$ cat config.mk
export PLATFORM = sky130hd
export DESIGN_NAME = show_sequencer
export DESIGN_NICKNAME = d
export VERILOG_FILES = /design/src/rtl/show_sequencer.sv
export SDC_FILE = /design/constraint.sdc
export NUM_CORES = 1
export LEC_CHECK = 0
export CORE_MARGIN = 3
export CORE_UTILIZATION = 59
export DETAILED_ROUTE_END_ITERATION = 8
export PLACE_DENSITY = 0.78
export SLEW_MARGIN = 10
export SYNTH_ARGS = -nofsm -noshare
export SYNTH_HDL_FRONTEND = slang
export SYNTH_SLANG_ARGS = --single-unit
export TNS_END_PERCENT = 5
$ cat constraint.sdc
create_clock -name clk -period 2.9 [get_ports clk]
set_clock_uncertainty 0.2 [all_clocks]
set_input_delay 0.58 -clock clk [delete_from_list [all_inputs] [get_ports clk]]
set_output_delay 0.58 -clock clk [all_outputs]
set_load 0.005 [all_outputs]
$ cat src/rtl/show_sequencer.sv
// Show sequencer: IDLE -> INTRO ramp-up -> MUSIC -> OUTRO ramp-down, stepped by a prescaled tick.
// Optional macro SHOW_PAUSE_EN adds a PAUSE state toggled by start_btn while in MUSIC.
module show_sequencer #(
  parameter int TICK_DIV    = 50_000_000,
  parameter int MUSIC_TICKS = 60
) (
  input  logic       clk,
  input  logic       rst,
  input  logic       start_btn,
  input  logic       stop_btn,
  input  logic       music_done,
  output logic [1:0] light_lever,
  output logic       music_en,
  output logic [2:0] state,
  output logic       busy,
  output logic       show_done
);

  typedef enum logic [2:0] {
    ST_IDLE  = 3'd0,
    ST_INTRO = 3'd1,
    ST_MUSIC = 3'd2,
    ST_OUTRO = 3'd3,
    ST_PAUSE = 3'd4
  } state_t;

  localparam int            PW         = $clog2(TICK_DIV);
  localparam logic [PW-1:0] TICK_LAST  = PW'(TICK_DIV - 1);
  localparam logic [PW-1:0] PRESC_ZERO = PW'(0);
  localparam logic [PW-1:0] PRESC_ONE  = PW'(1);
  localparam logic [7:0]    MUSIC_LAST = 8'(MUSIC_TICKS);

  state_t        r_state;
  logic [1:0]    r_step;
  logic [PW-1:0] r_presc;
  logic [7:0]    r_mcnt;
  logic          r_start_q;
  logic          r_stop_q;
  logic [1:0]    r_lever;
  logic          r_music_en;
  logic          r_busy;
  logic          r_show_done;

  state_t        w_state_nx;
  logic [1:0]    w_step_nx;
  logic [1:0]    w_lever_nx;
  logic [PW-1:0] w_presc_nx;
  logic [7:0]    w_mcnt_nx;
  logic          w_freeze;
  logic          w_done_nx;
  logic          w_start_edge;
  logic          w_stop_edge;
  logic          w_tick;

  assign w_start_edge = start_btn & ~r_start_q;
  assign w_stop_edge  = stop_btn & ~r_stop_q;
  assign w_tick       = (r_presc == TICK_LAST);

  // Next state, step and music tick counter; stop beats start, music_done and tick share one exit
  always_comb begin
    w_state_nx = r_state;
    w_step_nx  = r_step;
    w_mcnt_nx  = r_mcnt;
    w_freeze   = 1'b0;
    w_done_nx  = 1'b0;
    case (r_state)
      ST_IDLE: begin
        if (w_start_edge) begin
          w_state_nx = ST_INTRO;
          w_step_nx  = 2'd0;
        end else begin
          w_state_nx = ST_IDLE;
        end
      end
      ST_INTRO: begin
        if (w_stop_edge) begin
          w_state_nx = ST_OUTRO;
          w_step_nx  = 2'd3;
        end else if (w_tick) begin
          if (r_step == 2'd3) begin
            w_state_nx = ST_MUSIC;
            w_mcnt_nx  = 8'd0;
          end else begin
            w_step_nx = r_step + 2'd1;
          end
        end else begin
          w_step_nx = r_step;
        end
      end
      ST_MUSIC: begin
        if (w_stop_edge || music_done) begin
          w_state_nx = ST_OUTRO;
          w_step_nx  = 2'd3;
`ifdef SHOW_PAUSE_EN
        end else if (w_start_edge) begin
          w_state_nx = ST_PAUSE;
          w_freeze   = 1'b1;
`endif
        end else if (w_tick) begin
          if ((r_mcnt + 8'd1) == MUSIC_LAST) begin
            w_state_nx = ST_OUTRO;
            w_step_nx  = 2'd3;
          end else begin
            w_mcnt_nx = r_mcnt + 8'd1;
          end
        end else begin
          w_mcnt_nx = r_mcnt;
        end
      end
`ifdef SHOW_PAUSE_EN
      ST_PAUSE: begin
        if (w_stop_edge) begin
          w_state_nx = ST_OUTRO;
          w_step_nx  = 2'd3;
        end else if (w_start_edge) begin
          w_state_nx = ST_MUSIC;
          w_freeze   = 1'b1;
        end else begin
          w_freeze = 1'b1;
        end
      end
`endif
      ST_OUTRO: begin
        if (w_tick) begin
          if (r_step == 2'd0) begin
            w_state_nx = ST_IDLE;
            w_done_nx  = 1'b1;
          end else begin
            w_step_nx = r_step - 2'd1;
          end
        end else begin
          w_step_nx = r_step;
        end
      end
      default: begin
        w_state_nx = ST_IDLE;
        w_step_nx  = 2'd0;
        w_mcnt_nx  = 8'd0;
      end
    endcase
  end

  // Brightness for the upcoming state, registered alongside it
  always_comb begin
    case (w_state_nx)
      ST_INTRO, ST_OUTRO: w_lever_nx = w_step_nx;
      ST_MUSIC, ST_PAUSE: w_lever_nx = 2'd3;
      default:            w_lever_nx = 2'd0;
    endcase
  end

  // Prescaler: held while paused (and across pause/resume), restarts on any state change
  always_comb begin
    if (w_freeze) begin
      w_presc_nx = r_presc;
    end else if ((w_state_nx != r_state) || w_tick) begin
      w_presc_nx = PRESC_ZERO;
    end else begin
      w_presc_nx = r_presc + PRESC_ONE;
    end
  end

  // State and output registers; edge history resets high so a held button is not an edge
  always_ff @(posedge clk or negedge rst) begin
    if (!rst) begin
      r_state     <= ST_IDLE;
      r_step      <= 2'd0;
      r_presc     <= PRESC_ZERO;
      r_mcnt      <= 8'd0;
      r_start_q   <= 1'b1;
      r_stop_q    <= 1'b1;
      r_lever     <= 2'd0;
      r_music_en  <= 1'b0;
      r_busy      <= 1'b0;
      r_show_done <= 1'b0;
    end else begin
      r_state     <= w_state_nx;
      r_step      <= w_step_nx;
      r_presc     <= w_presc_nx;
      r_mcnt      <= w_mcnt_nx;
      r_start_q   <= start_btn;
      r_stop_q    <= stop_btn;
      r_lever     <= w_lever_nx;
      r_music_en  <= (w_state_nx == ST_MUSIC);
      r_busy      <= (w_state_nx != ST_IDLE);
      r_show_done <= w_done_nx;
    end
  end

  assign light_lever = r_lever;
  assign music_en    = r_music_en;
  assign state       = r_state;
  assign busy        = r_busy;
  assign show_done   = r_show_done;

endmodule

# --- After elaboration in Yosys (flattened, before gate mapping) ---
# Index checks and enable logic that the tools add are counted.
# W data, S select, Z words.
word_totals:
  regBits: 46
  in_bits: 5
  output_inout_bits: 8
  wordCells: 77
classes:
  n_addsub: 4
  n_eq_ne: 17
  n_mux: 32
  n_bitwise: 5
  n_reduce_logical: 9
op_table:
  columns: ["cell", "count"]
  rows:
  - ["$mux W8", 6]
  - ["$add A26 B1 Y26 const B", 1]
  - ["$eq A26 B26 Y1 const B", 1]
  - ["$mux W26", 1]
  - ["$mux W3", 8]
  - ["$pmux W8 S3", 1]
  - ["$mux W2", 9]
  - ["$eq A3 B2 Y1 const B", 4]
  - ["$ne A2 B2 Y1 const B", 6]
  - ["$pmux W3 S4", 1]
  - ["$add A8 B1 Y8 const B", 1]
  - ["$eq A8 B6 Y1 const B", 1]
  - ["$pmux W2 S4", 1]
  - ["$reduce_and A7 Y1", 1]
  - ["$eq A3 B1 Y1 const B", 2]
  - ["$reduce_or A2 Y1", 3]
  - ["$mux W1", 4]
  - ["$pmux W2 S2", 1]
  - ["$eq A3 B3 Y1 const B", 1]
  - ["$logic_not A3 Y1", 1]
  - ["$ne A3 B3 Y1", 1]
  - ["$not A1 Y1", 3]
  - ["$reduce_bool A3 Y1", 1]
  - ["$add A2 B1 Y2 const B", 1]
  - ["other kinds (5)", 7]

# --- Logic depth before layout (Yosys ltp) ---
depth:
  word_depth: 9
  mapped_depth: 8
  mapped_depth_nobuf: 7

# --- Least setup slack after synthesis ---
# Ideal clock, no wire load.
synth_path:
  path_type: "reg-to-reg"
  start: "register r_presc[0]"
  end: "register r_presc[25]"
  setup_ns: 0.072
  t_arrival_ns: 1.957
  required_time_ns: 2.628
  setup_slack_ns: 0.672
  stages_incl_launch_ff: 9
  n_path_buf: 1
  synth_period_minus_slack_ns: 2.228
  path_cell_list: "dfrtp_1 > ha_1 > nand2_1 > or2_1 > nor3_4 > a311oi_1 > clkbuf_1 > nand2_1 > nor2_1"
synth_between:
  elab_chain_cells: 7
  word_cells_on_any_way: 11
  cone_classes: "add/sub: 1; eq/ne: 2; mux: 7; reduce/logical: 1"
synth_lines:
  columns: ["item", "line_no", "source"]
  rows:
  - ["start: declaration", "35", "logic [PW-1:0] r_presc;"]
  - ["start signal: assignment", "179", "r_presc <= w_presc_nx;"]
  - ["$eq A26 B26 Y1", "57", "assign w_tick = (r_presc == TICK_LAST);"]
  - ["$mux W3 (on tied branches)", "99, 79", null]
  - ["$mux W3 (on tied branches)", "91, 76", null]
  - ["$pmux W3 S4", "66", "case (r_state)"]
  - ["$ne A3 B3 Y1", "156", "end else if ((w_state_nx != r_state) || w_tick) begin"]
  - ["$logic_or A1 B1 Y1", "156", null]
  - ["$mux W26 *", "156", null]
  - ["net w_presc_nx[25]", "47", "logic [PW-1:0] w_presc_nx;"]
# The timed path passes the listed nets; every way through them passes the cells marked *.
# A chain may end at the register's enable or synchronous reset.

# --- Final worst setup path ---
layout_path:
  start: "register r_presc[3]"
  end: "register r_presc[8]"
# The elaborated chain is that of the path after synthesis.

==> impl_results.md <==
- Hold Crit Class: in2async
- Comb power frac: 15.4%
- Clock Path Buffers: 2
- EDFF count, synth: 0
- Seq/Total Area, Yosys: 46.7%
- Initial core utilization: 64.1%
- Die ar.: 0.00500 mm²
- Setup TNS: 0 ns
- Rows: 22
- GRT Residual Overflow: 0
- First-pass GRT wire length: 8220 µm
- Max-cap violations: 0
- Io pins: 13
- Setup Fix Bufs, Post-CTS: 0
- H-Tree Depth: 2
- Worst R2R Setup Slack: 0.43 ns
- WS Path Type: reg2reg
- Switching pwr: 0.355 mW
- Register area: 0.00115 mm²
- Via Count: 1926
- Critical path peak fanout: 26
- Detailed placement HPWL: 3250 µm
- Final ANT Viol Nets: 0
- CTS resizes: 0
- Clock power frac: 29.7%
- Wirelength per Cell: 13.9 µm
- CTS clk-pin slew, worst paths: 0.09 ns
- Critical Path RT: 2.90 ns
- Crit start category: flop
- DR vias/cell: 5.78
- Ant diodes: 0
- Die width: 70.7 µm
- Nets: 291
- Max Freq: 404 MHz
- Slew HR: 61.2%
- Switching fraction of total power: 27.7%
- Multi-input logic area: 0.00126 mm²
- Sequential share of power: 55.0%
- Initial antenna violation count: 0
- Ys Warns: 0
- Largest net degree at the start of global routing: 27
- Syn Area/Cell: 9.25 µm²
- GRT Total Usage: 19.9%
- Flops & latches, synth: 46
- CTS tree: done
- CTS buffer count: 5
- RSZ-0062 raised after global routing: false
- Synth async-reset ratio: 100%
- Vias in the first global route: 1874
- CTS Root Cell: clkbuf_8
- Iter 0 DRT Violations: 182
- Synth Flop Type: dfrtp_1
- Post-route DRC: 0
- Drt total wl: 4640 µm
- Synthesized netlist cell count: 267
- Least-Margin Pin Slew: 0.577 ns
- Worst-Skew Late Latency: 0.29 ns
- Fin. Hold Viols: 0
- Worst R2R Path Depth: 7
- Mapped cell area: 0.00247 mm²
- Worst EP arrival: 2.48 ns
- Buffers on Ports: 12
- Outcome: complete, no violations
- P&R area growth vs syn: 11.4%
- Synth Net Count: 274
- DIE HEIGHT: 70.7 µm
- Pre-antenna DRT Iters: 4
- Hold Buf Count CTS: 0
- Core area: 0.00385 mm²
- Slew Limit Fails: 0
- Placed Area: 0.00266 mm²
- Max VDD drop: 0.324 mV
- Static leakage: 1.18 nW
- Pint: 0.928 mW
- Endpoint type of the worst setup path: flop
- Hold WS: 0.0241 ns
- PD cells: 467 mW/mm²
- Fin crit period: 2.47 ns
- Clock sinks: 46
- Synth cell types: 50
- Layout cells sized above 1: 8.77%
- Final setup viols: 0
- Tcrit/Tclk final: 85.3%
- FILL cells: 295
- Finished Cell Area: 0.00275 mm²
- Gpl congestion: 0.924
power by group through the flow:
| stage | Clock, mW | Sequential [mW] | Combinational, mW |
|---|---|---|---|
| final | 0.381 | 0.705 | 0.197 |
| after CTS | 0.398 | 0.705 | 0.199 |
| after global placement | 0 | 0.717 | 0.198 |
| after detailed placement | 0 | 0.718 | 0.199 |
| after global routing | 0.428 | 0.710 | 0.218 |
| after floorplan | 0 | 0.700 | 0.133 |
cells by family (layout without fill, tap and decap cells):
family                     count (synthesis)  in the layout  share of synthesized area [%]
muxes                                      1              1                          0.405
adders and majority gates                  3              3                           1.42
and+or+nand+nor                          140            140                           28.9
other                                      1              1                          0.152
DFF                                       46             46                           46.7
buffers and inverters                     12             30                           2.43
xor gates and xnor gates                  23             23                           8.16
AOI/OAI and AO/OA                         41             41                           11.8
sequential cells by signal, indices dropped and copies added, names as in the netlist:
register     flops
music_en         1
light_lever      2
show_done        1
r_start_q        1
r_presc         26
state            3
busy             1
r_mcnt           8
r_step           2
r_stop_q         1
metrics by stage:
stage          total power [mW]  instances  worst slack, ns  utilization (%)
3_5_place_dp              0.917        325            0.294             69.0
6_report                   1.28        333            0.427             71.3
4_1_cts                    1.30        333            0.429             71.3
2_1_floorplan             0.833        267            0.672                -
5_1_grt                    1.36        333            0.309             71.3
3_3_place_gp              0.915        325            0.346             69.0
path summary, 6_finish.rpt:
path | endpoint | start
min in group clk | r_presc[0]$_DFF_PN0_ | r_presc[0]$_DFF_PN0_
max in group asynchronous | r_presc[11]$_DFF_PN0_ | rst
worst max register to register | r_presc[8]$_DFF_PN0_ | r_presc[3]$_DFF_PN0_
worst max-delay path | r_presc[8]$_DFF_PN0_ | r_presc[3]$_DFF_PN0_
worst min register to register | r_presc[0]$_DFF_PN0_ | r_presc[0]$_DFF_PN0_
worst min-delay path | r_mcnt[3]$_DFFE_PN0P_ | rst
area by class of cell:
class,instances,area share (%)
clock buffers,5,2.50
multi-input cells,209,45.9
clock inverters,3,0.774
well taps,48,2.18
inverters,5,0.683
flip-flops and latches,46,42.0
repair buffers,17,6.01
cell usage in the layout (no fill, tap or decap), types with 3 or more instances in the layout:
cell / netlist / layout
clkdlybuf4s50_1: 0 / 11
and3_1: 7 / 7
o21ai_0: 14 / 14
xor2_1: 6 / 6
clkbuf_8: 0 / 5
nand2_1: 42 / 42
inv_1: 5 / 5
a31oi_1: 4 / 4
o31ai_1: 5 / 5
nor2_1: 34 / 34
nor3_1: 4 / 4
buf_4: 0 / 4
and2_1: 4 / 4
nand4_1: 13 / 13
dfrtp_1: 44 / 44
nand3_1: 10 / 10
a21oi_1: 3 / 3
nor3b_1: 4 / 4
xnor2_1: 17 / 17
nor4_1: 3 / 3
nand2b_1: 3 / 3
cell usage after synthesis, types with 3 or more instances:
| master | instances | share of area [%] |
|---|---|---|
| o21ai_0 | 14 | 2.8 |
| nand4_1 | 13 | 3.3 |
| nor2_1 | 34 | 5.2 |
| nor3_1 | 4 | 0.81 |
| o31ai_1 | 5 | 1.5 |
| nor3b_1 | 4 | 1.2 |
| and2_1 | 4 | 1.0 |
| nor4_1 | 3 | 0.76 |
| xor2_1 | 6 | 2.1 |
| and3_1 | 7 | 1.8 |
| clkbuf_1 | 5 | 0.76 |
| dfrtp_1 | 44 | 45 |
| a21oi_1 | 3 | 0.61 |
| nand2b_1 | 3 | 0.76 |
| a31oi_1 | 4 | 1.0 |
| xnor2_1 | 17 | 6.0 |
| nand3_1 | 10 | 2.0 |
| inv_1 | 5 | 0.76 |
| nand2_1 | 42 | 6.4 |
routing by layer:
metal / global-route usage [%] / part of all wire (%)
met4: 6.05 / 0.99
met1: 26.4 / 48
met2: 33.1 / 48
met5: 0 / 0
met3: 4.12 / 3.8
critical path, stage by stage, from the launching register on:
cell     delay [ns]
dfrtp_1        0.44
nand4_1        0.26
or2_1          0.36
or3_4          0.42
a21oi_4        0.24
a21oi_4        0.09
buf_12         0.18
nor3b_1        0.19
Power figures use the tool's default switching activity.
